### config.mk
export PLATFORM = sky130hd
export DESIGN_NAME = lsu_mem_initiator
export DESIGN_NICKNAME = d
export VERILOG_FILES = /design/src/rtl/mem_if_pkg.sv /design/src/rtl/mem_req_decode.sv /design/src/rtl/lsu_mem_initiator.sv
export SDC_FILE = /design/constraint.sdc
export NUM_CORES = 1
export LEC_CHECK = 0
export ABC_AREA = 1
export CAP_MARGIN = 10
export CELL_PAD_IN_SITES_DETAIL_PLACEMENT = 1
export CELL_PAD_IN_SITES_GLOBAL_PLACEMENT = 2
export CORE_ASPECT_RATIO = 0.7
export CORE_MARGIN = 2
export CORE_UTILIZATION = 25
export DETAILED_ROUTE_END_ITERATION = 10
export PLACE_DENSITY = 0.79
export SLEW_MARGIN = 10
export SYNTH_ARGS = -nofsm -noshare
export SYNTH_HDL_FRONTEND = slang
export SYNTH_HIERARCHICAL = 1
export SYNTH_SLANG_ARGS = --single-unit
### constraint.sdc
create_clock -name clk -period 3.4 [get_ports clk]
set_input_delay 0.68 -clock clk [delete_from_list [all_inputs] [get_ports clk]]
set_output_delay 0.68 -clock clk [all_outputs]
set_load 0.05 [all_outputs]
### src/rtl/mem_if_pkg.sv
// Shared definitions for the LSU-to-data-memory stall handshake.
package mem_if_pkg;

  // RISC-V load funct3 values
  localparam logic [2:0] F3_LB  = 3'b000;
  localparam logic [2:0] F3_LH  = 3'b001;
  localparam logic [2:0] F3_LW  = 3'b010;
  localparam logic [2:0] F3_LBU = 3'b100;
  localparam logic [2:0] F3_LHU = 3'b101;

  // RISC-V store funct3 values
  localparam logic [2:0] F3_SB  = 3'b000;
  localparam logic [2:0] F3_SH  = 3'b001;
  localparam logic [2:0] F3_SW  = 3'b010;

  // Memory sign_mask encodings: bit 3 = sign-extend, bits 2:0 = byte lanes
  localparam logic [3:0] SM_BYTE_S = 4'b1001;
  localparam logic [3:0] SM_HALF_S = 4'b1011;
  localparam logic [3:0] SM_WORD   = 4'b0111;
  localparam logic [3:0] SM_BYTE_U = 4'b0001;
  localparam logic [3:0] SM_HALF_U = 4'b0011;

  // Response error codes
  localparam logic [1:0] ERR_OK       = 2'b00;
  localparam logic [1:0] ERR_MISALIGN = 2'b01;
  localparam logic [1:0] ERR_ILLEGAL  = 2'b10;
  localparam logic [1:0] ERR_TIMEOUT  = 2'b11;

  typedef enum logic [2:0] {
    ST_IDLE    = 3'd0,
    ST_REQ     = 3'd1,
    ST_WAIT_HI = 3'd2,
    ST_WAIT_LO = 3'd3,
    ST_RESP    = 3'd4
  } state_t;

endpackage

### src/rtl/mem_req_decode.sv
// Combinational funct3/address decode into the memory sign_mask plus error flags.
module mem_req_decode
  import mem_if_pkg::*;
(
  input  logic [2:0] i_funct3,
  input  logic       i_is_store,
  input  logic [1:0] i_addr_lo,
  output logic [3:0] o_sign_mask,
  output logic       o_illegal,
  output logic       o_misaligned
);

  // Map funct3 to a sign_mask; alignment is only judged for legal encodings so illegal wins
  always_comb begin
    o_sign_mask  = 4'b0000;
    o_illegal    = 1'b0;
    o_misaligned = 1'b0;
    if (i_is_store) begin
      case (i_funct3)
        F3_SB:   o_sign_mask = SM_BYTE_U;
        F3_SH:   o_sign_mask = SM_HALF_U;
        F3_SW:   o_sign_mask = SM_WORD;
        default: o_illegal   = 1'b1;
      endcase
    end else begin
      case (i_funct3)
        F3_LB:   o_sign_mask = SM_BYTE_S;
        F3_LH:   o_sign_mask = SM_HALF_S;
        F3_LW:   o_sign_mask = SM_WORD;
        F3_LBU:  o_sign_mask = SM_BYTE_U;
        F3_LHU:  o_sign_mask = SM_HALF_U;
        default: o_illegal   = 1'b1;
      endcase
    end
    if (!o_illegal) begin
      if (i_funct3[1:0] == 2'b01) begin
        o_misaligned = i_addr_lo[0];
      end else if (i_funct3[1:0] == 2'b10) begin
        o_misaligned = |i_addr_lo;
      end
    end
  end

endmodule

### src/rtl/lsu_mem_initiator.sv
// Load/store initiator: one request at a time, single-cycle memory strobe,
// tracks clk_stall rise and fall, returns load data or an error response.
//
//   state   | meaning
//   IDLE    | ready for a request; errors short-circuit to RESP
//   REQ     | memread/memwrite strobe high for this single cycle
//   WAIT_HI | waiting for the memory to raise clk_stall
//   WAIT_LO | waiting for clk_stall to fall, then capture read data
//   RESP    | rsp_valid pulse, back to IDLE
module lsu_mem_initiator
  import mem_if_pkg::*;
#(
  parameter int unsigned TIMEOUT_CYCLES = 15
) (
  input  logic        clk,
  input  logic        rst_n,
  input  logic        req_valid,
  output logic        req_ready,
  input  logic        req_is_store,
  input  logic [2:0]  req_funct3,
  input  logic [31:0] req_addr,
  input  logic [31:0] req_wdata,
  output logic        rsp_valid,
  output logic [31:0] rsp_rdata,
  output logic [1:0]  rsp_err,
  output logic [31:0] mem_addr,
  output logic [31:0] mem_write_data,
  output logic        mem_memread,
  output logic        mem_memwrite,
  output logic [3:0]  mem_sign_mask,
  input  logic [31:0] mem_read_data,
  input  logic        mem_clk_stall
);

  localparam int unsigned   CW      = $clog2(TIMEOUT_CYCLES + 1);
  localparam logic [CW-1:0] CNT_MAX = CW'(TIMEOUT_CYCLES);

  state_t        r_state, w_state_nxt;
  logic [CW-1:0] r_cnt, w_cnt_nxt, w_cnt_inc;
  logic          r_is_store, w_is_store_nxt;
  logic          r_req_ready, w_req_ready_nxt;
  logic          r_rsp_valid, w_rsp_valid_nxt;
  logic [31:0]   r_rsp_rdata, w_rsp_rdata_nxt;
  logic [1:0]    r_rsp_err, w_rsp_err_nxt;
  logic [31:0]   r_mem_addr, w_mem_addr_nxt;
  logic [31:0]   r_mem_wdata, w_mem_wdata_nxt;
  logic          r_memread, w_memread_nxt;
  logic          r_memwrite, w_memwrite_nxt;
  logic [3:0]    r_sign_mask, w_sign_mask_nxt;

  logic [3:0]    w_dec_mask;
  logic          w_dec_illegal;
  logic          w_dec_misaligned;

  mem_req_decode u_decode (
    .i_funct3     (req_funct3),
    .i_is_store   (req_is_store),
    .i_addr_lo    (req_addr[1:0]),
    .o_sign_mask  (w_dec_mask),
    .o_illegal    (w_dec_illegal),
    .o_misaligned (w_dec_misaligned)
  );

  // Saturating wait counter so it can never wrap back under the limit
  assign w_cnt_inc = (r_cnt == CNT_MAX) ? r_cnt : r_cnt + 1'b1;

  // Next-state and next-output logic; all outputs leave through registers
  always_comb begin
    w_state_nxt     = r_state;
    w_cnt_nxt       = r_cnt;
    w_is_store_nxt  = r_is_store;
    w_req_ready_nxt = r_req_ready;
    w_rsp_valid_nxt = 1'b0;
    w_rsp_rdata_nxt = r_rsp_rdata;
    w_rsp_err_nxt   = r_rsp_err;
    w_mem_addr_nxt  = r_mem_addr;
    w_mem_wdata_nxt = r_mem_wdata;
    w_memread_nxt   = 1'b0;
    w_memwrite_nxt  = 1'b0;
    w_sign_mask_nxt = r_sign_mask;
    case (r_state)
      ST_IDLE: begin
        if (req_valid) begin
          w_req_ready_nxt = 1'b0;
          w_is_store_nxt  = req_is_store;
          if (w_dec_illegal || w_dec_misaligned) begin
            w_rsp_valid_nxt = 1'b1;
            w_rsp_rdata_nxt = 32'h0;
            w_rsp_err_nxt   = w_dec_illegal ? ERR_ILLEGAL : ERR_MISALIGN;
            w_state_nxt     = ST_RESP;
          end else begin
            w_mem_addr_nxt  = req_addr;
            w_mem_wdata_nxt = req_wdata;
            w_sign_mask_nxt = w_dec_mask;
            w_memread_nxt   = !req_is_store;
            w_memwrite_nxt  = req_is_store;
            w_cnt_nxt       = '0;
            w_state_nxt     = ST_REQ;
          end
        end
      end
      ST_REQ: begin
        w_state_nxt = ST_WAIT_HI;
      end
      ST_WAIT_HI, ST_WAIT_LO: begin
        w_cnt_nxt = w_cnt_inc;
        if (r_state == ST_WAIT_HI && mem_clk_stall) begin
          w_state_nxt = ST_WAIT_LO;
        end else if (r_state == ST_WAIT_LO && !mem_clk_stall) begin
          w_rsp_valid_nxt = 1'b1;
          w_rsp_rdata_nxt = r_is_store ? 32'h0 : mem_read_data;
          w_rsp_err_nxt   = ERR_OK;
          w_state_nxt     = ST_RESP;
        end else if (w_cnt_inc == CNT_MAX) begin
          w_rsp_valid_nxt = 1'b1;
          w_rsp_rdata_nxt = 32'h0;
          w_rsp_err_nxt   = ERR_TIMEOUT;
          w_state_nxt     = ST_RESP;
        end
      end
      ST_RESP: begin
        w_req_ready_nxt = 1'b1;
        w_state_nxt     = ST_IDLE;
      end
      default: begin
        w_req_ready_nxt = 1'b1;
        w_state_nxt     = ST_IDLE;
      end
    endcase
  end

  // State and output registers; reset abandons any in-flight transaction
  always_ff @(posedge clk or negedge rst_n) begin
    if (!rst_n) begin
      r_state     <= ST_IDLE;
      r_cnt       <= '0;
      r_is_store  <= 1'b0;
      r_req_ready <= 1'b1;
      r_rsp_valid <= 1'b0;
      r_rsp_rdata <= 32'h0;
      r_rsp_err   <= ERR_OK;
      r_mem_addr  <= 32'h0;
      r_mem_wdata <= 32'h0;
      r_memread   <= 1'b0;
      r_memwrite  <= 1'b0;
      r_sign_mask <= 4'b0000;
    end else begin
      r_state     <= w_state_nxt;
      r_cnt       <= w_cnt_nxt;
      r_is_store  <= w_is_store_nxt;
      r_req_ready <= w_req_ready_nxt;
      r_rsp_valid <= w_rsp_valid_nxt;
      r_rsp_rdata <= w_rsp_rdata_nxt;
      r_rsp_err   <= w_rsp_err_nxt;
      r_mem_addr  <= w_mem_addr_nxt;
      r_mem_wdata <= w_mem_wdata_nxt;
      r_memread   <= w_memread_nxt;
      r_memwrite  <= w_memwrite_nxt;
      r_sign_mask <= w_sign_mask_nxt;
    end
  end

  assign req_ready      = r_req_ready;
  assign rsp_valid      = r_rsp_valid;
  assign rsp_rdata      = r_rsp_rdata;
  assign rsp_err        = r_rsp_err;
  assign mem_addr       = r_mem_addr;
  assign mem_write_data = r_mem_wdata;
  assign mem_memread    = r_memread;
  assign mem_memwrite   = r_memwrite;
  assign mem_sign_mask  = r_sign_mask;

endmodule

==> results.cfg <==
[critical_path]
arrival_ps = 2820
crit_type = in2reg
path_cells = clkdlybuf4s50_1, o21ai_2, nand2_1, nor2_1, inv_1, o21ai_0, nor2_2, nand2_4, nand2_1, nand2_1
start_kind = primary input
critPathRequiredTime_ps = 3750
critPathMaxStageDelay_ps = 490
crit_fanout = 37
cp-end-kind = flop
slowest_stage = clkdlybuf4s50_1
path_common_cell = nand2_1

[synth]
synth.distinct_cells = 28
yosys.area.top_type = dfrtp_1
synth_common_cells = 113 x dfrtp_1, 90 x nand2_1, 68 x mux2_1, 37 x nand3_1, 18 x inv_1
ys_async_sr_fraction_pct = 100
synth-adder-area-share_pct = 0.275
synth_area_um2 = 4560
synth_nets = 492
postSynthCellCount = 387
synth-compound-area-share_pct = 2.17
synth_xor_area_share_pct = 0
synth_top_family_by_area = multiplexers
synthMostInstantiatedCell = dfrtp_1
synth_area_leaders = dfrtp_1 62%, mux2_1 17%, nand2_1 7.4%, nand3_1 4.1%, inv_1 1.5%
synth_seq_area_share_pct = 62.6
ys_ff_latch = 114
muxShareOfSynthArea_pct = 16.8
synth-simple-area-share_pct = 14.3
synth-main-ff-cell = dfrtp_1
syn_area_per_cell_um2 = 11.8
synth_edf_count = 0
synthDominantCellAreaShare_pct = 62.1
yosys_warnings = 6

[sta]
fin_crit_sh_pct = 72.8
finalCriticalPeriod_ps = 2470
finClkSkew_ps = 5.88
final_max_slew_viol_count = 0
timing.final.ws_setup_ps = 926
hold_viol_final = 0
setup_viol = 0
max_freq_ghz = 0.404
slew_headroom_pct = 28.0
tightestPinTransition_ps = 1080
fin_setup_tns_ps = 0
rsz0062_at_grt = false

[floorplan]
die-area_um2 = 19300
floorplan.initialDensity_pct = 25.4
core_um2 = 18000
die_x_um = 165
ios = 210
fp.dieH_um = 117
num_rows = 41

[place]
dp_slack_ps = 490
gp_congestion = 0.801
port_buffers = 209
dpl.hpwl_um = 10100

[pwr]
pwr-share-clk_pct = 22.7
switching_share_pct = 45.8
p_seq_share_pct = 26.5
ir_worst_vdd_uv = 504
power_leakage_nw = 3.42
comb_power_share_pct = 50.8
internal_power_mw = 4.73
power.switching_mw = 4.00
power_density_nw_per_um2 = 1160

[routing]
ant_nets = 0
drt_first_pass_iters = 4
drc = 0
drt_iter0_markers = 134
num_vias = 3630
via_per_inst = 4.26
wl_um = 13800
detail_route.wl_per_cell_um = 16.2

[cts]
cts_tree = done
hold_buffers = 0
cts_htree_levels = 4
clock_latency_ps = 420
cts_resized = 0
clock-sinks = 114
clock_tree.root_cell = clkbuf_16
numCtsBuffers = 17
clk_pin_slew_ps = 60
post-cts-setup-buffers = 0
cts_buffer_depth = 2

[job]
cap_violations = 0

[global_route]
grt_pass1_vias = 3924
grt_pass1_wl_um = 21400
grt_util_met2_pct = 24.2
grt_use_total_pct = 14.7
use_met1_pct = 18.1
grt_overflow = 0
grt_max_degree = 70
antenna_found_initial = 0
met3_usage_pct = 5.21
grt-busiest-layer = met2

[cells_and_area]
area_growth_pct = 65.8
layout-drive-gt1-share_pct = 8.44
fin_util_pct = 42.1
num_antenna_cells = 0
layout.nets = 708

[run_status]
status = finished clean

[worst_hold_path]
hp-class = in2async
## power groups by stage
stage	registers, mW	logic [mW]	clock network (mW)
final	2.32	4.43	1.98
after global placement	2.31	4.41	0
after global routing	2.41	4.69	2.10
after floorplan	4.29	0.910	0
after CTS	2.33	4.49	2.03
after detailed placement	2.35	4.48	0
## per-stage QoR
| step | hold WS, ps | power, mW | cells | cell area [um^2] |
|---|---|---|---|---|
| 3_3_place_gp | 457 | 6.72 | 820 | 6900 |
| 2_1_floorplan | 384 | 5.20 | 387 | 4560 |
| 6_report | 369 | 8.73 | 852 | 7560 |
| 5_1_grt | 438 | 9.19 | 852 | 7560 |
| 4_1_cts | 403 | 8.86 | 852 | 7560 |
| 3_5_place_dp | 463 | 6.83 | 820 | 6900 |
## state kept, by name, summed over array words and instances, names as in the netlist
name,flops
r_cnt,4
req_ready,1
r_state,3
rsp_rdata,32
mem_sign_mask,4
mem_write_data,32
r_is_store,1
rsp_err,2
mem_memread,1
mem_addr,32
mem_memwrite,1
rsp_valid,1
## cells by family after synthesis
| kind of cell | count (synthesis) |
|---|---|
| flops | 114 |
| mux | 68 |
| buf+inv | 38 |
| simple gates | 150 |
| compound gates | 16 |
| fa+ha+maj | 1 |
## final cells by class
type                    count  area [um^2]
multi-input cells         235         1540
flip-flops and latches    114         2850
fillers                  1914        10400
clock buffers              17          425
repair buffers            213         2130
clock inverters            15          231
inverters                  22         82.6
well taps                 236          295
## final timing paths
path                            slack (ps)                 end           from  cells after the start
worst max register to register        1520        rsp_rdata[1]       r_cnt[0]                     10
worst min register to register         470       rsp_rdata[13]  rsp_rdata[13]                      2
worst min-delay path                   370          r_state[0]          rst_n                      1
max in group asynchronous             2070  mem_write_data[12]          rst_n                      2
min in group clk                       470       rsp_rdata[13]  rsp_rdata[13]                      2
worst max-delay path                   930        rsp_rdata[1]  req_funct3[1]                     10
## layer usage
metal / vias to the layer above / wire length (um)
li1: 1716 / -
met1: 1784 / 6070
met2: 117 / 6390
met3: 13 / 1120
met4: 0 / 185
met5: - / 0
## worst max-delay path, delay by kind of cell
| family | cells | cell delay, ps |
|---|---|---|
| buf+inv | 2 | 590 |
| compound gates | 2 | 520 |
| simple gates | 6 | 1010 |
## cells in the final DEF (no fill, tap or decap), types with 2 or more instances in the layout
| cell type | instances |
|---|---|
| nor2_1 | 11 |
| inv_6 | 3 |
| clkinv_4 | 4 |
| o21ai_0 | 4 |
| inv_1 | 18 |
| clkinvlp_4 | 2 |
| a21oi_1 | 2 |
| nor3_1 | 2 |
| nand2_1 | 90 |
| mux2_1 | 68 |
| bufinv_16 | 5 |
| nor2_2 | 4 |
| o22ai_1 | 4 |
| dfrtp_1 | 113 |
| nand2_2 | 2 |
| clkdlybuf4s50_1 | 208 |
| inv_2 | 4 |
| buf_4 | 4 |
| nand3_1 | 37 |
| clkbuf_16 | 17 |
No activity file was read; power rests on OpenSTA's default activity.
